File: src/rtl/alu_pkg.sv
// Shared opcode constants and sequencer state encoding for the ALU operand-entry path.
package alu_pkg;

   localparam logic [2:0] OP_ADD = 3'b000;
   localparam logic [2:0] OP_SUB = 3'b001;
   localparam logic [2:0] OP_AND = 3'b010;
   localparam logic [2:0] OP_OR  = 3'b011;
   localparam logic [2:0] OP_XOR = 3'b100;
   localparam logic [2:0] OP_SHL = 3'b101;
   localparam logic [2:0] OP_SHR = 3'b110;
   localparam logic [2:0] OP_NOT = 3'b111;

   typedef enum logic [1:0] {
      StLoadA  = 2'd0,
      StLoadB  = 2'd1,
      StLoadOp = 2'd2,
      StReady  = 2'd3
   } seq_state_t;

endpackage

File: src/rtl/btn_sync_edge.sv
// Two-flop synchroniser for a raw push-button with a registered history flop for a
// single-cycle rising-edge pulse.
module btn_sync_edge (
   input  logic clk,
   input  logic rst,
   input  logic btn,
   output logic level,
   output logic rise
);

   logic meta_q;
   logic sync_q;
   logic hist_q;

   always_ff @(posedge clk) begin
      if (rst) begin
         meta_q <= 1'b0;
         sync_q <= 1'b0;
         hist_q <= 1'b0;
      end else begin
         meta_q <= btn;
         sync_q <= meta_q;
         hist_q <= sync_q;
      end
   end

   assign level = sync_q;
   // A button held through reset still yields one pulse, since history clears to 0.
   assign rise  = sync_q & ~hist_q;

endmodule

File: src/rtl/alu_input_sequencer.sv
// Collects operand A, operand B and an opcode over three button presses and holds them
// as registered ALU inputs; a fourth press wraps back to operand entry.
module alu_input_sequencer
   import alu_pkg::*;
#(
   parameter int unsigned N = 4
) (
   input  logic         clk,
   input  logic         rst,
   input  logic [N-1:0] sw,
   input  logic [2:0]   op_sw,
   input  logic         btn_next,
   input  logic         btn_clear,
   output logic [N-1:0] a,
   output logic [N-1:0] b,
   output logic [2:0]   op,
   output logic         op_sum,
   output logic         op_subt,
   output logic         valid,
   output logic [1:0]   state
);

   logic press;
   logic next_level_unused;
   logic clear;
   logic clear_rise_unused;

   btn_sync_edge u_next_sync (
      .clk   (clk),
      .rst   (rst),
      .btn   (btn_next),
      .level (next_level_unused),
      .rise  (press)
   );

   btn_sync_edge u_clear_sync (
      .clk   (clk),
      .rst   (rst),
      .btn   (btn_clear),
      .level (clear),
      .rise  (clear_rise_unused)
   );

   seq_state_t   state_q, state_d;
   logic [N-1:0] a_q, a_d;
   logic [N-1:0] b_q, b_d;
   logic [2:0]   op_q, op_d;
   logic         op_sum_q, op_sum_d;
   logic         op_subt_q, op_subt_d;
   logic         valid_q, valid_d;

   always_ff @(posedge clk) begin
      if (rst) begin
         state_q   <= StLoadA;
         a_q       <= '0;
         b_q       <= '0;
         op_q      <= '0;
         op_sum_q  <= 1'b0;
         op_subt_q <= 1'b0;
         valid_q   <= 1'b0;
      end else begin
         state_q   <= state_d;
         a_q       <= a_d;
         b_q       <= b_d;
         op_q      <= op_d;
         op_sum_q  <= op_sum_d;
         op_subt_q <= op_subt_d;
         valid_q   <= valid_d;
      end
   end

   always_comb begin
      state_d   = state_q;
      a_d       = a_q;
      b_d       = b_q;
      op_d      = op_q;
      op_sum_d  = op_sum_q;
      op_subt_d = op_subt_q;
      valid_d   = valid_q;
      // Clear outranks a coincident press, which is dropped rather than deferred.
      if (clear) begin
         state_d   = StLoadA;
         a_d       = '0;
         b_d       = '0;
         op_d      = '0;
         op_sum_d  = 1'b0;
         op_subt_d = 1'b0;
         valid_d   = 1'b0;
      end else if (press) begin
         unique case (state_q)
            StLoadA: begin
               a_d     = sw;
               state_d = StLoadB;
            end
            StLoadB: begin
               b_d     = sw;
               state_d = StLoadOp;
            end
            StLoadOp: begin
               op_d      = op_sw;
               op_sum_d  = (op_sw == OP_ADD);
               op_subt_d = (op_sw == OP_SUB);
               valid_d   = 1'b1;
               state_d   = StReady;
            end
            StReady: begin
               a_d       = '0;
               b_d       = '0;
               op_d      = '0;
               op_sum_d  = 1'b0;
               op_subt_d = 1'b0;
               valid_d   = 1'b0;
               state_d   = StLoadA;
            end
            default: state_d = StLoadA;
         endcase
      end
   end

   assign a       = a_q;
   assign b       = b_q;
   assign op      = op_q;
   assign op_sum  = op_sum_q;
   assign op_subt = op_subt_q;
   assign valid   = valid_q;
   assign state   = state_q;

endmodule

File: config.mk
export PLATFORM = sky130hd
export DESIGN_NAME = alu_input_sequencer
export DESIGN_NICKNAME = d
export VERILOG_FILES = /design/src/rtl/alu_pkg.sv /design/src/rtl/btn_sync_edge.sv /design/src/rtl/alu_input_sequencer.sv
export SDC_FILE = /design/constraint.sdc
export NUM_CORES = 1
export LEC_CHECK = 0
export BUFFER_PORTS_ARGS = -buffer_cell sky130_fd_sc_hd__clkbuf_2
export CORE_MARGIN = 10
export CORE_UTILIZATION = 29
export CTS_BUF_LIST = sky130_fd_sc_hd__clkbuf_2
export CTS_CLUSTER_SIZE = 20
export DETAILED_ROUTE_END_ITERATION = 16
export PLACE_DENSITY = 0.57
export SYNTH_ARGS = -nofsm -noshare
export SYNTH_HDL_FRONTEND = slang
export SYNTH_SLANG_ARGS = --single-unit
File: constraint.sdc
create_clock -name clk -period 2.7 [get_ports clk]
set_input_delay 0.54 -clock clk [delete_from_list [all_inputs] [get_ports clk]]
set_output_delay 0.54 -clock clk [all_outputs]
set_load 0.01 [all_outputs]
==> impl_metrics.tcl, run 1 <==
set metrics [dict create \
    tns_ns 0 \
    die_y_um 77.11 \
    synth-main-ff-cell "dfxtp_1" \
    fmax_ghz 0.6473 \
    cts_buffers 3 \
    power.total_w 0.0005050 \
    layout.cells.non_filler 166 \
    clkPwrFrac_pct 25.9 \
    rsz0062_at_grt "no" \
    routed_wl_um 2062 \
    postLayoutCoreUtil_pct 36.14 \
    initial_core_util_pct 30.73 \
    clock_skew_ns 0.01958 \
    internal-power_w 0.0003718 \
    portBuffers 26 \
    antenna_found_initial 0 \
    fp.dieW_um 77.11 \
    syn-cell-area_um2 945.9 \
    clock_path_buffers 2 \
    ctsResizeCount 0 \
    relSlewSlack_pct 57.94 \
    grt.overflow.total 0 \
    cts_setup_buffers 0 \
    holdPathEnd "u_clear_sync.meta_q" \
    drtIter0Drc 22 \
    synth-seq-cells 21 \
    diodes 0 \
    setup_viol 0 \
    die-area_um2 5946 \
    ys_types 26 \
    irDropWorstVdd_v 0.0002285 \
    slew_violations 0 \
    cts_tree "yes" \
    nets 139 \
    reg2reg_depth 5 \
    syn_inst 96 \
    cts_root_buf "clkbuf_2" \
    gp_congestion 0.7828 \
    period_needed_ns 1.545 \
    syn2layout_area_growth_pct 17.59 \
    wl_per_cell_um 12.42 \
    r2r-start "state[1]" \
    clk_pin_slew_worst_paths_ns 0.21 \
    crit_required_ns 2.95 \
    yosysSeqAreaShare_pct 44.44 \
    cts.sinks 21 \
    regToRegSetupSlack_ns 1.16 \
    switching_share_pct 26.38 \
    dr.pass1.iters 5 \
    p_leak_nw 0.4575 \
    p_comb_share_pct 10.2 \
    clk_latency_ns 0.33 \
    core_region_area_um2 3078 \
    hold_start "btn_clear" \
    grt_max_degree 16 \
    p_sw_w 0.0001332 \
    maxCapViolations 0 \
    worst_pin_slew_ns 0.6308 \
    num_rows 20 \
    crit_type "reg2reg" \
    status "completed" \
    pwr_density_cell_nw_per_um2 454.0 \
    syn_nets 112 \
    drcViolationCount 0 \
    ctsHoldBuffers 0 \
    hold_depth 2 \
    grt_use_total_pct 7.260 \
    io_pins 27 \
    finalHoldViolations 0 \
    worst_slack_ns 1.155 \
    ant_nets 0 \
    yosys_warnings 0 \
    place_ws_ns 1.138 \
    hold_path.class "in2reg" \
    start_kind "flop" \
    arrival_ns 1.79 \
    period_share_pct 57.22 \
    synthArstFlopShare_pct 0 \
    drive_gt1_share_pct 35.25 \
    r2r-end "a[1]" \
    synth.avg_cell_area_um2 9.853 \
    grt_pass1_vias 781 \
    critPathMaxFanout 5 \
    via_per_inst 4.548 \
    ctsHtreeMaxLevel 1 \
    dpl.cell_count 162 \
    vias 755 \
    endpoint_kind "flop" \
    synth-edff-count 0 \
    hpwl_um 1628 \
    grt_pass1_wl_um 3608 \
    seqPwrFrac_pct 63.8 \
]
-- state kept, by name (all words and copies together), names as in the netlist --
name                 flops
state                    2
op                       3
u_next_sync.meta_q       1
op_subt                  1
u_next_sync.level        1
u_next_sync.hist_q       1
u_clear_sync.level       1
a                        4
u_clear_sync.meta_q      1
valid                    1
op_sum                   1
b                        4
-- logic make-up after synthesis --
logic type	after synthesis	synth area share, %
flip-flops	21	44.44
AND/OR/NAND/NOR	36	24.21
AO/OA/AOI/OAI	28	19.84
buffers and inverters	6	4.894
adder cells (fa/ha/maj)	5	6.614
-- cell usage in the layout, fill, tap and decap left out, types with 2 or more instances in the layout --
cell,n
dfxtp_1,21
nor2b_1,4
ha_1,5
nand2_1,7
inv_1,2
nand3_1,4
and2b_1,6
a21oi_1,6
o21ai_0,10
nand4b_1,3
nor2_1,4
or2_1,2
a211oi_1,2
a21oi_2,6
clkbuf_2,29
-- synthesized netlist by cell type, drive strengths merged (2+ instances only) --
cell type  count  share of area (%)
nor2b          4                2.6
a21oi         12                8.7
dfxtp         21                 44
ha             5                6.6
nor2           4                1.6
nand4b         3                2.8
buf            4                4.1
and2b          6                4.8
inv            2               0.79
or2            3                2.0
nand3          4                2.1
o21ai         11                5.8
a211oi         3                2.9
nand2          8                3.4
-- cell type report --
type                            instances  area, um^2
Fill cell                             319        1966
Clock buffer                            3       15.01
Multi-Input combinational cell         69       479.2
Inverter                                2       7.507
Timing Repair Buffer                   26       130.1
Tap cell                               44       55.05
Clock inverter                          1       5.005
Sequential cell                        21       420.4
-- power by group through the flow --
stage	clock network (W)	registers [W]	logic (W)
floorplan	0	0.000330	0.0000363
global placement	0	0.000328	0.0000515
detailed placement	0	0.000329	0.0000523
CTS	0.000136	0.000323	0.0000526
global route	0.000151	0.000324	0.0000591
finish	0.000131	0.000322	0.0000517
-- critical path, cell delays in order (launching register included) --
cell and delay [ns]:
dfxtp_1 0.45, inv_1 0.10, ha_1 0.35, nor3b_2 0.32
nand2_1 0.09, a21oi_1 0.15
-- per-layer routing --
| metal | vias up | global-route usage (%) | wire length, um |
|---|---|---|---|
| li1 | 390 | - | - |
| met1 | 338 | 8.460 | 962 |
| met2 | 23 | 11.30 | 921 |
| met3 | 4 | 2.681 | 146 |
| met4 | 0 | 3.832 | 31 |
| met5 | - | 0 | 0 |
-- worst max path at each step --
stage / start / endpoint / cells past startpoint
2_1_floorplan: state[0] / a[3] / 5
3_3_place_gp: rst / op_sum / 3
3_5_place_dp: rst / op_sum / 3
4_1_cts: state[1] / a[1] / 5
5_1_grt: state[1] / a[1] / 5
6_report: state[1] / a[1] / 5
-- stage by stage --
stage / area [um^2] / hold WS [ns]
finish: 1112 / 0.3941
global route: 1112 / 0.3830
CTS: 1112 / 0.3934
detailed placement: 1092 / 0.4210
global placement: 1092 / 0.4201
floorplan: 945.9 / 0.4109
Power figures use the tool's default switching activity.
==> run 2, diff against run 1 <==
--- a/config.mk
+++ b/config.mk
@@ -11,7 +11,7 @@
 export CTS_BUF_LIST = sky130_fd_sc_hd__clkbuf_2
 export CTS_CLUSTER_SIZE = 20
 export DETAILED_ROUTE_END_ITERATION = 16
-export PLACE_DENSITY = 0.57
+export PLACE_DENSITY = 0.58
 export SYNTH_ARGS = -nofsm -noshare
 export SYNTH_HDL_FRONTEND = slang
 export SYNTH_SLANG_ARGS = --single-unit
==> constraint.sdc (replaced) <==
create_clock -name clk -period 1.4 [get_ports clk]
set_input_delay 0.28 -clock clk [delete_from_list [all_inputs] [get_ports clk]]
set_output_delay 0.28 -clock clk [all_outputs]
set_load 0.01 [all_outputs]
==> impl_metrics.tcl, run 2 (synthesis results as in run 1) <==
set metrics [dict create \
    status "completed" \
    grt_max_degree 16 \
    grt_use_total_pct 7.621 \
    critPathBufInv 1 \
    cts_buffers 3 \
    hpwl_um 1711 \
    final_cell_mix "30 x clkbuf_2, 19 x dfxtp_1, 10 x o21ai_0" \
    crit_required_ns 1.68 \
    hold_start "btn_next" \
    num_rows 20 \
    cp_slowest_cell "dfxtp_2" \
    syn2layout_area_growth_pct 27.12 \
    grt_pass1_vias 802 \
    cp.depth 5 \
    maxCapViolations 0 \
    clock_path_buffers 2 \
    die-area_um2 5946 \
    layout.cells.non_filler 172 \
    vias 794 \
    initial_core_util_pct 30.73 \
    r2r-start "state[0]" \
    dpl.cell_count 167 \
    start_kind "flop" \
    clkPwrFrac_pct 25.7 \
    cts_root_buf "clkbuf_2" \
    gr-max-usage-layer "met2" \
    finalHoldViolations 0 \
    core_region_area_um2 3078 \
    via_per_inst 4.616 \
    max_stage_delay_ns 0.38 \
    cts.sinks 21 \
    ctsHoldBuffers 0 \
    setup_viol 0 \
    worst_pin_slew_ns 0.4323 \
    seqPwrFrac_pct 61.5 \
    die_y_um 77.11 \
    irDropWorstVdd_v 0.0003577 \
    period_needed_ns 1.303 \
    fmax_ghz 0.7673 \
    fp.dieW_um 77.11 \
    slew_violations 0 \
    drcViolationCount 0 \
    switching_share_pct 26.00 \
    arrival_ns 1.58 \
    ant_nets 0 \
    regToRegSetupSlack_ns 0.1 \
    cp_top_family "flip-flops" \
    grt_use_met2_pct 12.73 \
    wl_per_cell_um 13.09 \
    crit_type "reg2reg" \
    r2r-end "b[1]" \
    final_common_cell "clkbuf_2" \
    fin_hold_ws_ns 0.1442 \
    crit_chain "buf_4 > ha_1 > nor2b_1 > nand3_1 > a21oi_2" \
    cts_tree "yes" \
    relSlewSlack_pct 71.18 \
    critPathMaxFanout 7 \
    p_leak_nw 0.4882 \
    drtIter0Drc 39 \
    grtUsageMet1_pct 8.675 \
    drive_gt1_share_pct 46.09 \
    dr.pass1.iters 4 \
    hold_depth 2 \
    portBuffers 26 \
    reg2reg_depth 5 \
    period_share_pct 93.10 \
    p_comb_share_pct 12.8 \
    hold_path.class "in2reg" \
    grt.overflow.total 0 \
    diodes 0 \
    io_pins 27 \
    endpoint_kind "flop" \
    nets 145 \
    pwr_density_cell_nw_per_um2 839.8 \
    gp_congestion 0.7706 \
    tns_ns 0 \
    clk_latency_ns 0.32 \
    clock_skew_ns 0.005090 \
    p_sw_w 0.0002625 \
    power.total_w 0.001010 \
    routed_wl_um 2251 \
    holdPathEnd "u_next_sync.meta_q" \
    internal-power_w 0.0007472 \
    clk_pin_slew_worst_paths_ns 0.20 \
    grt_use_met3_pct 2.797 \
    ctsHtreeMaxLevel 1 \
    crit_start "state[0]" \
    postLayoutCoreUtil_pct 39.07 \
    antenna_found_initial 0 \
    rsz0062_at_grt "yes" \
    grt_pass1_wl_um 3808 \
]
## run 2: changes by cell type in the layout (fill, tap and decap cells not counted), moves of 2 or more
cell     before  now
inv_1         2    0
inv_2         0    2
buf_4         0    6
nor2b_2       0    2
dfxtp_1      21   19
ha_2          0    2
nor2b_1       4    2
ha_1          5    2
## run 2: worst register-to-register path: stages, from the launching register on
cell     delay (ns)
dfxtp_2        0.38
buf_4          0.14
ha_1           0.29
nor2b_1        0.21
nand3_1        0.12
a21oi_2        0.13
## run 2: metrics by stage
| step | setup WS, ns | area [um^2] |
|---|---|---|
| floorplan | 0.01090 | 945.9 |
| global placement | 0.03671 | 1130 |
| detailed placement | -0.009265 | 1130 |
| CTS | 0.02262 | 1157 |
| global route | -0.002302 | 1202 |
| finish | 0.09666 | 1202 |
## run 2: cell type report
type | instances | area, um^2
sequential | 21 | 425.4
tap | 44 | 55.05
clock buffer | 4 | 20.02
timing repair buffer | 32 | 175.2
multi-input combinational | 69 | 519.2
fill | 339 | 1876
inverter | 2 | 7.507
## run 2: power groups by stage
stage / clock network (W) / logic (W) / registers, W
detailed placement: 0 / 0.000116 / 0.000633
CTS: 0.000267 / 0.000118 / 0.000622
global placement: 0 / 0.000113 / 0.000632
floorplan: 0 / 0.0000700 / 0.000636
finish: 0.000259 / 0.000129 / 0.000621
global route: 0.000291 / 0.000146 / 0.000623
## run 2: worst max-delay path by stage
stage	end	slack (ns)
after floorplan	a[3]	0.01
after global placement	a[1]	0.04
after detailed placement	a[2]	-0.009
after CTS	a[1]	0.02
after global routing	b[1]	-0.002
final	b[1]	0.1
## run 2: timing repair
item / CTS / global route
pin swaps: 0 / 1
endpoints found under the hold margin: 0 / 0
cloned: 0 / 0
gates resized for setup: 2 / 11
endpoints found under the setup margin: 4 / 12
buffers inserted: 0 / 1
## run 2: routing by layer
| layer | wire [um] | part of all wire [%] |
|---|---|---|
| met2 | 1096 | 49 |
| met3 | 137 | 6.1 |
| met4 | 36 | 1.6 |
| met5 | 0 | 0 |
| met1 | 980 | 44 |
==> run 3, diff against run 2 <==
--- a/config.mk
+++ b/config.mk
@@ -11,7 +11,8 @@
 export CTS_BUF_LIST = sky130_fd_sc_hd__clkbuf_2
 export CTS_CLUSTER_SIZE = 20
 export DETAILED_ROUTE_END_ITERATION = 16
-export PLACE_DENSITY = 0.58
+export PLACE_DENSITY = 0.62
+export SETUP_SLACK_MARGIN = 0.5
 export SYNTH_ARGS = -nofsm -noshare
 export SYNTH_HDL_FRONTEND = slang
 export SYNTH_SLANG_ARGS = --single-unit
==> impl_metrics.tcl, run 3 (synthesis results as in run 1) <==
set metrics [dict create \
    critPathBufInv 1 \
    cts_root_buf "clkbuf_2" \
    maxCapViolations 0 \
    arrival_ns 1.55 \
    grt_max_degree 16 \
    portBuffers 26 \
    slew_violations 0 \
    finalHoldViolations 0 \
    critPathMaxFanout 5 \
    cts_tree "yes" \
    ctsHoldBuffers 0 \
    antenna_found_initial 0 \
    cp_top_family "flip-flops" \
    power.total_w 0.001044 \
    final_cell_mix "15 x clkbuf_2, 13 x dfxtp_2, 13 x buf_4" \
    fmax_ghz 0.7781 \
    io_pins 27 \
    rsz0062_at_grt "yes" \
    relSlewSlack_pct 82.89 \
    drive_gt1_share_pct 68.89 \
    setup_viol 0 \
    core_region_area_um2 3078 \
    dr.pass1.iters 2 \
    diodes 0 \
    p_leak_nw 0.5637 \
    clock_path_buffers 2 \
    max_stage_delay_ns 0.44 \
    wl_per_cell_um 13.95 \
    routed_wl_um 2497 \
    drtIter0Drc 20 \
    nets 152 \
    grt_pass1_wl_um 4195 \
    irDropWorstVdd_v 0.0005188 \
    crit_chain "inv_4 > ha_4 > nor3b_4 > nand2_1 > a21oi_1" \
    crit_type "reg2reg" \
    via_per_inst 4.665 \
    start_kind "flop" \
    status "completed" \
    pwr_density_cell_nw_per_um2 717.8 \
    vias 835 \
    worst_pin_slew_ns 0.2564 \
    period_needed_ns 1.285 \
    cts.sinks 21 \
    grt_use_total_pct 8.426 \
    layout.cells.non_filler 179 \
    period_share_pct 91.80 \
    fp.dieW_um 77.11 \
    ant_nets 0 \
    initial_core_util_pct 30.73 \
    drcViolationCount 0 \
    hold_path.class "in2reg" \
    gp_congestion 0.7315 \
    final_common_cell "clkbuf_2" \
    cp_slowest_cell "dfxtp_4" \
    num_rows 20 \
    hpwl_um 1785 \
    syn2layout_area_growth_pct 53.70 \
    clk_pin_slew_worst_paths_ns 0.20 \
    endpoint_kind "flop" \
    die-area_um2 5946 \
    clk_latency_ns 0.32 \
    crit_required_ns 1.66 \
    dpl.cell_count 164 \
    clock_skew_ns 0.01156 \
    grt.overflow.total 0 \
    cts_buffers 3 \
    ctsHtreeMaxLevel 1 \
    die_y_um 77.11 \
    grt_pass1_vias 899 \
    tns_ns 0 \
]
[run 3: what timing repair did]
item	4_1_cts	5_1_grt
resized for setup	25	29
pin swaps	8	5
buffers inserted	9	2
setup endpoints to repair	32	32
[run 3: layer usage]
metal / vias up / GRT usage [%] / routed length [um]
met2: 23 / 14.25 / 1258
met1: 399 / 9.464 / 1054
met3: 2 / 3.963 / 175
met4: 0 / 1.642 / 8
met5: - / 0 / 0
li1: 411 / - / -
[run 3: worst paths after layout]
check	from	end	slack (ns)	cells after the start
setup / recovery	state[1]	a[1]	0.11	5
hold reg to reg	u_next_sync.meta_q	u_next_sync.level	0.46	1
hold / removal	btn_next	u_next_sync.meta_q	0.16	2
setup reg to reg	state[1]	a[1]	0.11	5
[run 3: power breakdown]
part           total [W]  internal, W  switching (W)  leakage, nW
Sequential      0.000624     0.000611      0.0000133        0.179
Combinational   0.000163    0.0000811      0.0000816        0.368
Clock           0.000257    0.0000756       0.000181       0.0166
Total            0.00104     0.000767       0.000276        0.564
[run 3: per-stage QoR]
stage               setup slack (ns)  hold slack [ns]  cell area (um^2)  utilization [%]
finish                        0.1148           0.1618              1454            47.24
global route                 0.02740           0.1318              1454            47.24
floorplan                     0.2335           0.3969              1047                -
detailed placement            0.1363           0.4236              1202            39.07
CTS                           0.1014           0.1372              1351            43.90
global placement              0.1930           0.4158              1202            39.07
[run 3: worst register-to-register path: stages (launching register included)]
cell and delay (ns):
dfxtp_4 0.44, inv_4 0.05, ha_4 0.24, nor3b_4 0.26
nand2_1 0.09, a21oi_1 0.16
[run 3: layout make-up]
cell class,instances,area (um^2)
Multi-Input combinational cell,69,605.6
Sequential cell,21,444.2
Fill cell,292,1624
Timing Repair Buffer,39,316.6
Clock buffer,4,20.02
Tap cell,44,55.05
Inverter,2,12.51
